===== src/rtl/tx_packet_arbiter.sv =====
// Packet-atomic two-channel arbiter for the shared TSE transmit Avalon-ST port (ch0 = UDP, ch1 = ARP).
// Latency: 1-cycle arbitration in IDLE, then zero-latency combinational pass-through of the granted packet.
// Backpressure: avso_ready goes straight back to the granted channel; the other channel is held off until EOP.
module tx_packet_arbiter #(
   parameter int DATA_W    = 32,
   parameter int EMPTY_W   = 2,
   parameter int PRIO_CH   = 1,
   parameter int MAX_BURST = 4,
   parameter int CNT_W     = 16
) (
   input  logic               clk,
   input  logic               reset_n,
   input  logic [DATA_W-1:0]  avsi_ch0_data,
   input  logic               avsi_ch0_valid,
   input  logic               avsi_ch0_sop,
   input  logic               avsi_ch0_eop,
   input  logic [EMPTY_W-1:0] avsi_ch0_empty,
   output logic               avsi_ch0_ready,
   input  logic [DATA_W-1:0]  avsi_ch1_data,
   input  logic               avsi_ch1_valid,
   input  logic               avsi_ch1_sop,
   input  logic               avsi_ch1_eop,
   input  logic [EMPTY_W-1:0] avsi_ch1_empty,
   output logic               avsi_ch1_ready,
   output logic [DATA_W-1:0]  avso_data,
   output logic               avso_valid,
   output logic               avso_sop,
   output logic               avso_eop,
   output logic [EMPTY_W-1:0] avso_empty,
   input  logic               avso_ready,
   output logic               avso_channel,
   output logic [CNT_W-1:0]   stat_pkt_cnt0,
   output logic [CNT_W-1:0]   stat_pkt_cnt1,
   output logic [CNT_W-1:0]   stat_orphan_cnt
);

   // Burst counter must hold 0..MAX_BURST; keep at least one bit for strict priority.
   localparam int                 BURST_W   = (MAX_BURST < 1) ? 1 : $clog2(MAX_BURST + 1);
   localparam logic               PRIO_BIT  = (PRIO_CH != 0);
   localparam logic               FAIR_EN   = (MAX_BURST > 0);
   localparam logic [BURST_W-1:0] BURST_MAX = BURST_W'(MAX_BURST);

   typedef enum logic [1:0] {
      IDLE   = 2'd0,
      GRANT0 = 2'd1,
      GRANT1 = 2'd2
   } state_t;

   state_t             state;
   logic               chan_q;
   logic [BURST_W-1:0] burst_cnt;
   logic [CNT_W-1:0]   pkt_cnt0;
   logic [CNT_W-1:0]   pkt_cnt1;
   logic [CNT_W-1:0]   orphan_cnt;

   logic req0, req1, orph0, orph1;
   logic other_req, fair_turn, grant_ch;
   logic pkt_end0, pkt_end1;

   assign req0      = avsi_ch0_valid & avsi_ch0_sop;
   assign req1      = avsi_ch1_valid & avsi_ch1_sop;
   assign orph0     = avsi_ch0_valid & ~avsi_ch0_sop;
   assign orph1     = avsi_ch1_valid & ~avsi_ch1_sop;
   assign other_req = PRIO_BIT ? req0 : req1;
   assign fair_turn = FAIR_EN && (burst_cnt == BURST_MAX);
   assign pkt_end0  = (state == GRANT0) & avsi_ch0_valid & avso_ready & avsi_ch0_eop;
   assign pkt_end1  = (state == GRANT1) & avsi_ch1_valid & avso_ready & avsi_ch1_eop;

   // Pick the winner when arbitrating: priority channel unless its burst allowance is used up.
   always_comb begin
      grant_ch = req1;
      if (req0 && req1) begin
         grant_ch = fair_turn ? ~PRIO_BIT : PRIO_BIT;
      end
   end

   // Output mux: orphan drop in IDLE, straight pass-through of the granted channel otherwise.
   // Gated by reset_n so outputs sit at their reset values while reset is held.
   always_comb begin
      avso_data      = '0;
      avso_valid     = 1'b0;
      avso_sop       = 1'b0;
      avso_eop       = 1'b0;
      avso_empty     = '0;
      avsi_ch0_ready = 1'b0;
      avsi_ch1_ready = 1'b0;
      if (reset_n) begin
         case (state)
            IDLE: begin
               avsi_ch0_ready = orph0;
               avsi_ch1_ready = orph1;
            end
            GRANT0: begin
               avso_data      = avsi_ch0_data;
               avso_valid     = avsi_ch0_valid;
               avso_sop       = avsi_ch0_sop;
               avso_eop       = avsi_ch0_eop;
               avso_empty     = avsi_ch0_empty;
               avsi_ch0_ready = avso_ready;
            end
            GRANT1: begin
               avso_data      = avsi_ch1_data;
               avso_valid     = avsi_ch1_valid;
               avso_sop       = avsi_ch1_sop;
               avso_eop       = avsi_ch1_eop;
               avso_empty     = avsi_ch1_empty;
               avsi_ch1_ready = avso_ready;
            end
            default: ;
         endcase
      end
   end

   // Grant FSM: arbitrate in IDLE, hold the grant until the EOP handshake, track the priority burst.
   always_ff @(posedge clk or negedge reset_n) begin
      if (!reset_n) begin
         state     <= IDLE;
         chan_q    <= 1'b0;
         burst_cnt <= '0;
      end else begin
         case (state)
            IDLE: begin
               if (req0 || req1) begin
                  state  <= grant_ch ? GRANT1 : GRANT0;
                  chan_q <= grant_ch;
                  if ((grant_ch == PRIO_BIT) && other_req) begin
                     burst_cnt <= (burst_cnt == BURST_MAX) ? burst_cnt : burst_cnt + 1'b1;
                  end else begin
                     burst_cnt <= '0;
                  end
               end
            end
            GRANT0: if (pkt_end0) state <= IDLE;
            GRANT1: if (pkt_end1) state <= IDLE;
            default: state <= IDLE;
         endcase
      end
   end

   // Statistics: packets completed per channel and orphan beats discarded in IDLE; all wrap.
   always_ff @(posedge clk or negedge reset_n) begin
      if (!reset_n) begin
         pkt_cnt0   <= '0;
         pkt_cnt1   <= '0;
         orphan_cnt <= '0;
      end else begin
         if (pkt_end0) pkt_cnt0 <= pkt_cnt0 + 1'b1;
         if (pkt_end1) pkt_cnt1 <= pkt_cnt1 + 1'b1;
         if (state == IDLE) orphan_cnt <= orphan_cnt + CNT_W'(orph0) + CNT_W'(orph1);
      end
   end

   assign avso_channel    = chan_q;
   assign stat_pkt_cnt0   = pkt_cnt0;
   assign stat_pkt_cnt1   = pkt_cnt1;
   assign stat_orphan_cnt = orphan_cnt;

endmodule

===== config.mk =====
export PLATFORM = sky130hd
export DESIGN_NAME = tx_packet_arbiter
export DESIGN_NICKNAME = d
export VERILOG_FILES = /design/src/rtl/tx_packet_arbiter.sv
export SDC_FILE = /design/constraint.sdc
export NUM_CORES = 1
export LEC_CHECK = 0
export CORE_MARGIN = 3
export CORE_UTILIZATION = 40
export CTS_CLUSTER_SIZE = 12
export DETAILED_ROUTE_END_ITERATION = 10
export GPL_TIMING_DRIVEN = 0
export PLACE_DENSITY = 0.82
export SLEW_MARGIN = 20
export SYNTH_ARGS = -nofsm -noshare
export SYNTH_HDL_FRONTEND = slang
export SYNTH_SLANG_ARGS = --single-unit

===== constraint.sdc =====
create_clock -name clk -period 2.6 [get_ports clk]
set_clock_uncertainty 0.2 [all_clocks]
set_input_delay 0.39 -clock clk [delete_from_list [all_inputs] [get_ports clk]]
set_output_delay 0.39 -clock clk [all_outputs]
set_load 0.05 [all_outputs]

==> results by group, run 1 <==
Detailed routing
  • WL/cell: 15.1 um
  • Vias: 3072
  • 1st-pass router iterations: 4
  • Via/cell ratio: 5.16
  • Final WL: 8.96 mm
  • DRT antenna net count: 0
  • Initial DRC count: 72
  • DRC: 0

Clock network
  • Depth of the CTS H-tree: 2
  • Max Root-Sink Buffers: 2
  • CTS root buf: clkbuf_8
  • CTS tree: done
  • CTS sink count: 54
  • Clock buffer count from CTS: 5
  • Clock latency on the worst-skew pair: 0.30 ns
  • Reg clk slew, reported paths: 0.10 ns

Power and ir drop
  • Leakage: 2.14 nW
  • Power, Total: 3.52 mW
  • Pwr per Cell Area: 717 nW/um^2
  • Max VDD drop: 0.349 mV

Floorplanning
  • Die X: 93.7 um
  • Starting density of the core: 41.7%
  • Boundary Pins: 165
  • FP Rows: 31
  • DIE HEIGHT: 93.7 um
  • Die area: 8770 um^2
  • Core Box Area: 7370 um^2

STA
  • Setup ws final: 0.0925 ns
  • Setup Viol. Count Final: 0
  • Worst Tran Pin Value: 0.531 ns
  • Hold Vio Cnt, Final: 0
  • Slew HR: 64.5%
  • Period utilization: 96.4%
  • F_max: 399 MHz
  • Final slew viol count: 0
  • Crit path time final: 2.51 ns

Global routing
  • Initial antenna violation count: 0
  • First-pass GRT wire length: 14.2 mm
  • Vias in the first global route: 3121
  • Pin count of the biggest net entering global routing: 55
  • GRT Util Overall: 20.1%
  • GRT overflow: 0

Synth
  • Syn avg cell area: 9.55 um^2
  • Synth area leaders: dfrtp_1 (44%), a22oi_1 (9.3%), xnor2_1 (8.8%), nor2_1 (5.7%), xor2_1 (3.7%)
  • Sequential fraction of the synthesis area: 44.0%
  • Synth cell types: 38
  • Synthesized cell area: 3070 um^2
  • Top cell type's share of synthesized area: 44.0%
  • Synth warn: 0
  • Syn nets: 408
  • Gate Count Post-Synth: 322
  • Yosys top cell by area: dfrtp_1
  • Flops & latches, synth: 54

Run status
  • Outcome: complete, no violations

Layout
  • Most common cell after layout, fill and taps aside: clkdlybuf4s50_1
  • Final Net Count: 581
  • Commonest non-fill, non-tap cells in the layout: clkdlybuf4s50_1 (123), dfrtp_1 (54), nor2_1 (47)
  • Fillcell total: 624
  • ANT cells: 0
  • Share of layout cells above drive strength 1: 14.5%
  • Synth-to-layout area growth: 59.5%

Setup path
  • Worst EP required: 2.01 ns
  • Crit path arrival time: 1.92 ns
  • Critical path endpoint category: output port
  • Kind of critical path: reg2out
  • CP startpoint kind: flop
  • CP max FO: 10

Place
  • Dpl hpwl: 7.15 mm
  • PortBufs: 164
  • GP Congestion: 0.837
  • Place WS: -0.735 ns

Worst hold path
  • Worst Hold Class: reg2reg

Flow run
  • Max-cap viol count: 0
## kinds of logic after synthesis
kind of cell | count (synthesis) | synth area share, %
adder cells (fa/ha/maj) | 9 | 3.91
flip-flops | 54 | 44.0
buffers and inverters | 22 | 3.01
AND/OR/NAND/NOR | 141 | 23.5
AO/OA/AOI/OAI | 49 | 12.0
multiplexers | 3 | 1.06
XOR/XNOR | 44 | 12.5
## path summary, 6_finish.rpt
path	startpoint	to	slack, ns	cells past startpoint
min in group asynchronous	reset_n	stat_orphan_cnt[10]	0.44	3
hold / removal	stat_pkt_cnt0[15]	stat_pkt_cnt0[15]	0.28	1
hold reg to reg	stat_pkt_cnt0[15]	stat_pkt_cnt0[15]	0.28	1
max in group asynchronous	reset_n	stat_pkt_cnt1[0]	1.53	3
setup / recovery	state[0]	avso_empty[1]	0.09	6
setup reg to reg	stat_orphan_cnt[0]	stat_orphan_cnt[8]	0.59	7
## critical path: stages, from the launching register on
cell and delay (ns):
dfrtp_1 0.41, inv_1 0.09, ha_2 0.25, buf_6 0.16, a22oi_1 0.09, nor2_1 0.10, clkdlybuf4s15_1 0.51
## area by class of cell
class	instances	area, um^2	area share [%]
sequential	54	1350	27.6
timing repair buffer	166	1560	31.7
multi-input combinational	246	1640	33.4
clock inverter	2	37.5	0.766
inverter	9	33.8	0.689
buffer	13	92.6	1.89
clock buffer	6	72.6	1.48
tap	99	124	2.53
## per-stage QoR
stage	hold WS, ns	utilization (%)	cells	setup TNS [ns]	instance area, um^2
6_report	0.282	66.5	595	0	4900
5_1_grt	0.302	66.5	595	-0.00421	4900
4_1_cts	0.286	66.0	595	0	4860
3_5_place_dp	0.273	65.6	585	-27.16	4840
3_3_place_gp	0.256	65.7	585	-146.18	4840
2_1_floorplan	-0.106	-	322	0	3070
## state kept, by name, indices dropped and copies added (netlist names)
signal	cells
stat_orphan_cnt	16
state	2
stat_pkt_cnt1	16
avso_channel	1
burst_cnt	3
stat_pkt_cnt0	16
## per-layer routing
| metal | vias up | GRT usage, % | routed length, um |
|---|---|---|---|
| met5 | - | 0 | 0 |
| met4 | 0 | 6.86 | 249 |
| met3 | 19 | 5.53 | 684 |
| met2 | 117 | 38.3 | 4700 |
| met1 | 1462 | 21.0 | 3330 |
| li1 | 1474 | - | - |
## Yosys cell counts
| cell | instances |
|---|---|
| dfrtp_1 | 54 |
| nor2_1 | 47 |
| a22oi_1 | 38 |
| xnor2_1 | 31 |
| nand2_1 | 30 |
| nand3_1 | 22 |
| xor2_1 | 13 |
| nand4_1 | 10 |
| clkbuf_1 | 9 |
| inv_1 | 9 |
| and3_1 | 8 |
| ha_1 | 8 |
| and4_1 | 5 |
| nor3_1 | 3 |
| o21ai_0 | 3 |
| a21boi_0 | 2 |
| a22o_1 | 2 |
| and4_2 | 2 |
| buf_2 | 2 |
| mux2_2 | 2 |
| nand3b_1 | 2 |
| nand4_4 | 2 |
| nor2b_1 | 2 |
| o2bb2ai_1 | 2 |
| a21bo_2 | 1 |
| a41oi_1 | 1 |
| and2_1 | 1 |
| and2_4 | 1 |
| buf_1 | 1 |
| buf_6 | 1 |
| fa_1 | 1 |
| mux2i_1 | 1 |
| nand2b_1 | 1 |
| nor2_2 | 1 |
| nor3_2 | 1 |
| nor4_1 | 1 |
| or2b_1 | 1 |
| or3_4 | 1 |
## power by group
group          switching [mW]  internal, mW  leakage [nW]
clock network           0.278         0.288        0.0514
logic                    1.18         0.684          1.36
registers               0.134         0.951         0.729
## what timing repair did
item                       4_1_cts  5_1_grt
buffers inserted                 0        0
pin swaps                        0        1
hold buffers                     2        0
gates resized for setup        201       27
hold endpoints to repair        54        0
setup endpoints to repair       39       45
Note: power is estimated with default switching activity, not from simulation.
==> run 2: changes to the inputs <==
- CAP_MARGIN: not set -> 10
- TNS_END_PERCENT: not set -> 30
==> run 2 against run 1 <==
Global-route usage grew 1.1 points. Count of clock-buffer cells in the layout down 1. Via count is 0.13% higher. Routed wire length is 1.5% higher. Non-clock buffer count did not move. Maximum frequency up 0.78%. Total power fell by 2.8%. Clock power is 20% lower. Utilization down 0.14 points. Largest power group unchanged.
==> results by group, run 2 (synthesis gave the netlist of run 1 again) <==
Setup path
  • Worst EP required: 2.01 ns (about the same)
  • Crit path from: state[0] (unchanged)
  • Crit path arrival time: 1.90 ns (was 1.92 ns)
  • CP startpoint kind: flop (unchanged)
  • Critical path endpoint category: output port (unchanged)
  • Kind of critical path: reg2out (unchanged)
  • Reg2reg start: stat_orphan_cnt[0] (unchanged)
  • CP max FO: 10 (unchanged)

Layout
  • Synth-to-layout area growth: 59.1% (was 59.5%)
  • Share of layout cells above drive strength 1: 14.9% (was 14.5%)
  • Commonest non-fill, non-tap cells in the layout: clkdlybuf4s50_1 (123), dfrtp_1 (54), nor2_1 (47) (unchanged)
  • Most common cell after layout, fill and taps aside: clkdlybuf4s50_1 (unchanged)
  • Final Net Count: 581 (unchanged)
  • Fin area: 4890 um^2 (was 4900 um^2)
  • ANT cells: 0 (unchanged)

Floorplanning
  • Starting density of the core: 41.7% (unchanged)
  • DIE HEIGHT: 93.7 um (unchanged)
  • Die X: 93.7 um (unchanged)
  • FP Rows: 31 (unchanged)
  • Die area: 8770 um^2 (unchanged)
  • Core Box Area: 7370 um^2 (unchanged)
  • Boundary Pins: 165 (unchanged)

Detailed routing
  • Vias: 3076 (was 3072)
  • Routed length on met1: 3.30 mm (was 3.33 mm)
  • WL/cell: 15.3 um (was 15.1 um)
  • Final WL: 9.09 mm (was 8.96 mm)
  • Metal3 WL: 664 um (was 684 um)
  • Via/cell ratio: 5.18 (was 5.16)
  • Met2 WL: 4.92 mm (was 4.70 mm)
  • DR top layer: met4 (unchanged)
  • 1st-pass router iterations: 4 (unchanged)
  • DRT antenna net count: 0 (unchanged)
  • DRC: 0 (unchanged)
  • Initial DRC count: 88 (was 72)

Clock network
  • Clock buffer count from CTS: 5 (unchanged)
  • Postcts setup bufs: 0 (unchanged)
  • Reg clk slew, reported paths: 0.10 ns (about the same)
  • CTS tree: done (unchanged)
  • CTS sink count: 54 (unchanged)
  • Clock latency on the worst-skew pair: 0.30 ns (about the same)
  • Max Root-Sink Buffers: 2 (unchanged)
  • Depth of the CTS H-tree: 2 (unchanged)
  • CTS root buf: clkbuf_8 (unchanged)

Place
  • PortBufs: 164 (unchanged)
  • GP Congestion: 0.846 (was 0.837)
  • Dpl hpwl: 7.26 mm (was 7.15 mm)
  • Post-DP Area: 4840 um^2 (unchanged)

Worst hold path
  • Worst Hold Class: reg2reg (unchanged)
  • Hold Startpoint: stat_pkt_cnt0[15] (unchanged)

STA
  • Fin Hold WS: 0.274 ns (was 0.282 ns)
  • Hold Vio Cnt, Final: 0 (unchanged)
  • Unrepaired setup endpoints after global routing: false
  • Setup Viol. Count Final: 0 (unchanged)
  • F_max: 402 MHz (was 399 MHz)
  • Setup TNS: 0 ns (unchanged)
  • Crit path time final: 2.49 ns (was 2.51 ns)
  • Final slew viol count: 0 (unchanged)
  • Slew HR: 65.5% (was 64.5%)
  • Period utilization: 95.7% (was 96.4%)
  • Worst Tran Pin Value: 0.516 ns (was 0.531 ns)

Global routing
  • Pin count of the biggest net entering global routing: 55 (unchanged)
  • GRT Util Overall: 21.2% (was 20.1%)
  • Initial antenna violation count: 0 (unchanged)
  • Vias in the first global route: 3283 (was 3121)
  • GRT overflow: 0 (unchanged)
  • First-pass GRT wire length: 15.1 mm (was 14.2 mm)

Power and ir drop
  • Pwr per Cell Area: 699 nW/um^2 (was 717 nW/um^2)
  • Power, Total: 3.42 mW (was 3.52 mW)
  • Leakage: 2.12 nW (was 2.14 nW)
  • Max VDD drop: 0.411 mV (was 0.349 mV)

Flow run
  • Max-cap viol count: 0 (unchanged)

Run status
  • Outcome: complete, no violations (unchanged)
==> run 2: changes by cell type in the layout (fill, tap and decap cells not counted), sizes merged <==
cell,change
buf,+1
dlymetal6s2s,-1
bufinv,-1
dlygate4sd2,+1
clkinvlp,+1
clkbuf,-2
==> run 2: cell type report <==
class,instances,area [um^2]
inverter,9,33.8
buffer,13,92.6
sequential,54,1350
clock buffer,5,68.8
multi-input combinational,246,1640
timing repair buffer,166,1570
clock inverter,2,15.0
fill,622,2480
tap,99,124
==> run 2: final timing paths <==
kind,endpoint,depth (start not counted),slack (ns)
worst max-delay path,avso_data[26],7,0.11
worst min-delay path,stat_pkt_cnt0[15],1,0.27
worst max register to register,stat_orphan_cnt[8],7,0.61
worst min register to register,stat_pkt_cnt0[15],1,0.27
max in group asynchronous,stat_pkt_cnt1[4],3,1.52
min in group asynchronous,stat_orphan_cnt[9],3,0.44
==> run 2: metrics by stage <==
stage / utilization (%) / cells / worst slack (ns)
final: 66.4 / 594 / 0.112
after detailed placement: 65.6 / 585 / -0.722
after CTS: 65.9 / 594 / 0.00171
after floorplan: - / 322 / -0.160
after global placement: 65.7 / 585 / -2.81
after global routing: 66.4 / 594 / 0.0238
==> run 2: what timing repair did <==
action                     CTS  global route
hold buffers                 2             0
hold endpoints to repair    54             0
resized for setup          214            24
setup endpoints to repair   40            34
==> run 2: power breakdown <==
group / leakage, nW / switching, mW / internal (mW) / total (mW)
logic: 1.35 / 1.18 / 0.691 / 1.87
clock network: 0.0362 / 0.271 / 0.185 / 0.455
registers: 0.729 / 0.138 / 0.951 / 1.09
total: 2.12 / 1.59 / 1.83 / 3.42
==> run 2: worst max-delay path: stages (launching register included) <==
cell	delay [ns]
dfrtp_1	0.42
inv_1	0.09
ha_2	0.25
buf_6	0.16
clkbuf_4	0.20
a22oi_1	0.10
nor2_1	0.10
buf_2	0.27
==> run 2: layer usage <==
metal	up-vias	GRT usage, %
li1	1480	-
met1	1464	22.4
met2	113	40.3
met3	19	5.77
met4	0	7.10
met5	-	0
==> run 3: changes to the inputs <==
- ABC_AREA: not set -> 1
- CAP_MARGIN: 10 -> not set
- CORE_UTILIZATION: 40 -> 41
- PLACE_DENSITY: 0.82 -> 0.81
- SKIP_LAST_GASP: not set -> 1
==> run 3 against run 2 <==
The flow now finishes with violations (setup timing). Die area increased by 6.6%. Area after synthesis grew 9.7%. Routed wire length increased by 10%. Total power is 2.2% higher. Sequential share of layout area decreased by 1.7 points. Synthesized cell count increased by 43%. Register-to-register slack worse by 0.09 ns. Sequential cell count unchanged. Final area up 6.4%. Non-clock buffer count unchanged. Worst hold slack better by 0.019 ns. Critical path depth did not move. Critical path type unchanged. Largest power group unchanged.
==> results by group, run 3 <==
Run status
  • Outcome: finished, violations left (was complete, no violations)
  • Violated checks: setup timing

Clock network
  • Reg clk slew, reported paths: 0.10 ns (about the same)
  • Clock buffer count from CTS: 5 (unchanged)
  • Depth of the CTS H-tree: 2 (unchanged)
  • Max Root-Sink Buffers: 2 (unchanged)
  • CTS root buf: clkbuf_8 (unchanged)
  • Clock latency on the worst-skew pair: 0.31 ns (was 0.30 ns)
  • CTS sink count: 54 (unchanged)
  • CTS tree: done (unchanged)

Power and ir drop
  • Max VDD drop: 0.656 mV (was 0.411 mV)
  • Seq pwr share: 30.6% (was 31.9%)
  • P_int: 1.85 mW (was 1.83 mW)
  • Pwr per Cell Area: 671 nW/um^2 (was 699 nW/um^2)
  • Sw frac: 47.0% (was 46.5%)
  • Comb pwr share: 51.9% (was 54.8%)
  • Leakage: 2.48 nW (was 2.12 nW)
  • Power, Total: 3.49 mW (was 3.42 mW)
  • Clk pwr share: 17.5% (was 13.3%)
  • Net switching power figure: 1.64 mW (was 1.59 mW)

Floorplanning
  • Boundary Pins: 165 (unchanged)
  • DIE HEIGHT: 96.7 um (was 93.7 um)
  • FP Rows: 32 (was 31)
  • Starting density of the core: 43.0% (was 41.7%)
  • Die area: 9350 um^2 (was 8770 um^2)
  • Core Box Area: 7850 um^2 (was 7370 um^2)
  • Die X: 96.7 um (was 93.7 um)

Setup path
  • Critical path endpoint category: output port (unchanged)
  • CP startpoint kind: flop (unchanged)
  • Crit path arrival time: 2.06 ns (was 1.90 ns)
  • CP max FO: 10 (unchanged)
  • Worst EP required: 2.01 ns (about the same)
  • Kind of critical path: reg2out (unchanged)

Synth
  • Synth Area in Compound Gates: 7.20% (was 12.0%)
  • Async SR Flop Fraction: 100% (unchanged)
  • Syn nets: 548 (was 408)
  • Synth cell types: 28 (was 38)
  • Gate Count Post-Synth: 462 (was 322)
  • Post-synth EDFFs: 0 (unchanged)
  • Simple-gate share of the synthesized area: 32.4% (was 23.5%)
  • Mux contribution to synthesized area: 0.334% (was 1.06%)
  • Post-synthesis adder-cell area fraction: 3.56% (was 3.91%)
  • Primary FF master, synth: dfrtp_1 (unchanged)
  • Synth warn: 0 (unchanged)
  • Top cell type's share of synthesized area: 40.1% (was 44.0%)
  • Yosys top cell by area: dfrtp_1 (unchanged)
  • Main combinational cell family by area after synthesis: simple AND/OR/NAND/NOR gates (unchanged)
  • Sequential fraction of the synthesis area: 40.1% (was 44.0%)
  • Synth Area in XOR/XNOR: 9.09% (was 12.5%)
  • Top cells by count, synth: nand2_1 (165), dfrtp_1 (54), inv_1 (47) (was dfrtp_1 (54), nor2_1 (47), a22oi_1 (38))
  • Syn avg cell area: 7.30 um^2 (was 9.55 um^2)
  • Synthesized cell area: 3370 um^2 (was 3070 um^2)
  • Flops & latches, synth: 54 (unchanged)
  • Count leader, synth: nand2_1 (was dfrtp_1)
  • Synth area leaders: dfrtp_1 (40%), nand2_1 (18%), xor2_1 (6.0%), a21oi_1 (5.8%), inv_1 (5.2%) (was dfrtp_1 (44%), a22oi_1 (9.3%), xnor2_1 (8.8%), nor2_1 (5.7%), xor2_1 (3.7%))

Place
  • # placed instances: 728 (was 585)
  • PortBufs: 164 (unchanged)
  • Place WS: -0.730 ns (was -0.722 ns)
  • Dpl hpwl: 7.94 mm (was 7.26 mm)
  • GP Congestion: 0.844 (was 0.846)

Detailed routing
  • DRC: 0 (unchanged)
  • Final WL: 10.0 mm (was 9.09 mm)
  • DRT antenna net count: 0 (unchanged)
  • Via/cell ratio: 4.85 (was 5.18)
  • Vias: 3578 (was 3076)
  • WL/cell: 13.6 um (was 15.3 um)
  • Initial DRC count: 104 (was 88)
  • 1st-pass router iterations: 4 (unchanged)

STA
  • Final slew viol count: 0 (unchanged)
  • Unrepaired setup endpoints after global routing: true (was false)
  • Setup ws final: -0.0467 ns (was 0.112 ns)
  • Setup Viol. Count Final: 3 (was 0)
  • F_max: 378 MHz (was 402 MHz)
  • Slew HR: 63.3% (was 65.5%)
  • Fin Hold WS: 0.293 ns (was 0.274 ns)
  • Hold Vio Cnt, Final: 0 (unchanged)
  • Worst Tran Pin Value: 0.553 ns (was 0.516 ns)
  • Period utilization: 102% (was 95.7%)
  • Crit path time final: 2.65 ns (was 2.49 ns)

Global routing
  • Initial antenna violation count: 0 (unchanged)
  • Pin count of the biggest net entering global routing: 55 (unchanged)
  • First-pass GRT wire length: 17.2 mm (was 15.1 mm)
  • GRT Util Overall: 21.8% (was 21.2%)
  • GRT overflow: 0 (unchanged)
  • Vias in the first global route: 3642 (was 3283)

Layout
  • Final core utilization: 66.3% (was 66.4%)
  • Post-Layout Cell Count: 738 (was 594)
  • Share of layout cells above drive strength 1: 10.8% (was 14.9%)
  • ANT cells: 0 (unchanged)
  • Final Net Count: 721 (was 581)
  • Synth-to-layout area growth: 54.4% (was 59.1%)
  • Commonest non-fill, non-tap cells in the layout: nand2_1 (164), clkdlybuf4s50_1 (124), dfrtp_1 (54) (was clkdlybuf4s50_1 (123), dfrtp_1 (54), nor2_1 (47))
  • Most common cell after layout, fill and taps aside: nand2_1 (was clkdlybuf4s50_1)
  • Fillcell total: 718 (was 622)

Worst hold path
  • Worst Hold Class: reg2reg (unchanged)

Flow run
  • Max-cap viol count: 0 (unchanged)
==> run 3: worst paths after layout <==
path | startpoint | to | slack [ns] | depth (start not counted)
setup / recovery | state[1] | avso_data[23] | -0.05 | 7
hold / removal | stat_orphan_cnt[15] | stat_orphan_cnt[15] | 0.29 | 1
setup reg to reg | stat_orphan_cnt[0] | stat_orphan_cnt[12] | 0.52 | 9
hold reg to reg | stat_orphan_cnt[15] | stat_orphan_cnt[15] | 0.29 | 1
max in group asynchronous | reset_n | stat_orphan_cnt[12] | 1.44 | 3
min in group asynchronous | reset_n | stat_pkt_cnt0[9] | 0.51 | 3
==> run 3: per-layer routing <==
| layer | vias up | track usage (%) | wire, um |
|---|---|---|---|
| li1 | 1792 | - | - |
| met1 | 1665 | 26.6 | 4080 |
| met2 | 105 | 39.3 | 5240 |
| met3 | 16 | 5.19 | 581 |
| met4 | 0 | 4.10 | 130 |
| met5 | - | 0 | 0 |
==> run 3: layout make-up <==
type | instances | area [um^2] | share of cell area (%)
well taps | 102 | 128 | 2.45
clock buffers | 6 | 82.6 | 1.59
plain buffers | 13 | 85.1 | 1.63
clock inverters | 2 | 38.8 | 0.745
inverters | 48 | 180 | 3.46
multi-input cells | 347 | 1780 | 34.2
repair buffers | 166 | 1560 | 30.0
flip-flops and latches | 54 | 1350 | 26.0
==> run 3: stage by stage <==
step | TNS [ns] | area [um^2]
floorplan | 0 | 3370
global placement | -142.22 | 5140
detailed placement | -24.32 | 5140
CTS | -4.89 | 5230
global route | -3.38 | 5210
finish | -0.0607 | 5210
==> run 3: kinds of logic (layout without fill, tap and decap cells) <==
family,count (synthesis),after routing
DFF,54,54
adders and majority gates,9,9
xor gates and xnor gates,35,35
buffers and inverters,61,235
muxes,1,1
and+or+nand+nor,254,254
AOI/OAI and AO/OA,48,48
==> run 3: repair_timing <==
item,4_1_cts,5_1_grt
setup endpoints to repair,39,39
endpoints found under the hold margin,54,0
setup buffers,0,0
gates resized for setup,90,68
hold buffers,2,0
==> run 3: power groups by stage <==
stage	combinational (mW)	clock, mW	sequential (mW)
final	1.81	0.612	1.07
after global routing	1.96	0.680	1.09
after CTS	1.81	0.632	1.06
after detailed placement	1.84	0	1.08
after global placement	1.82	0	1.07
after floorplan	0.883	0	1.38
==> run 3: critical path: stages (launching register included) <==
cell and delay, ns:
dfrtp_1 0.40, inv_1 0.12, ha_2 0.23, clkbuf_4 0.20, clkbuf_4 0.21, nand2_1 0.06
a21oi_1 0.14, clkdlybuf4s15_2 0.40
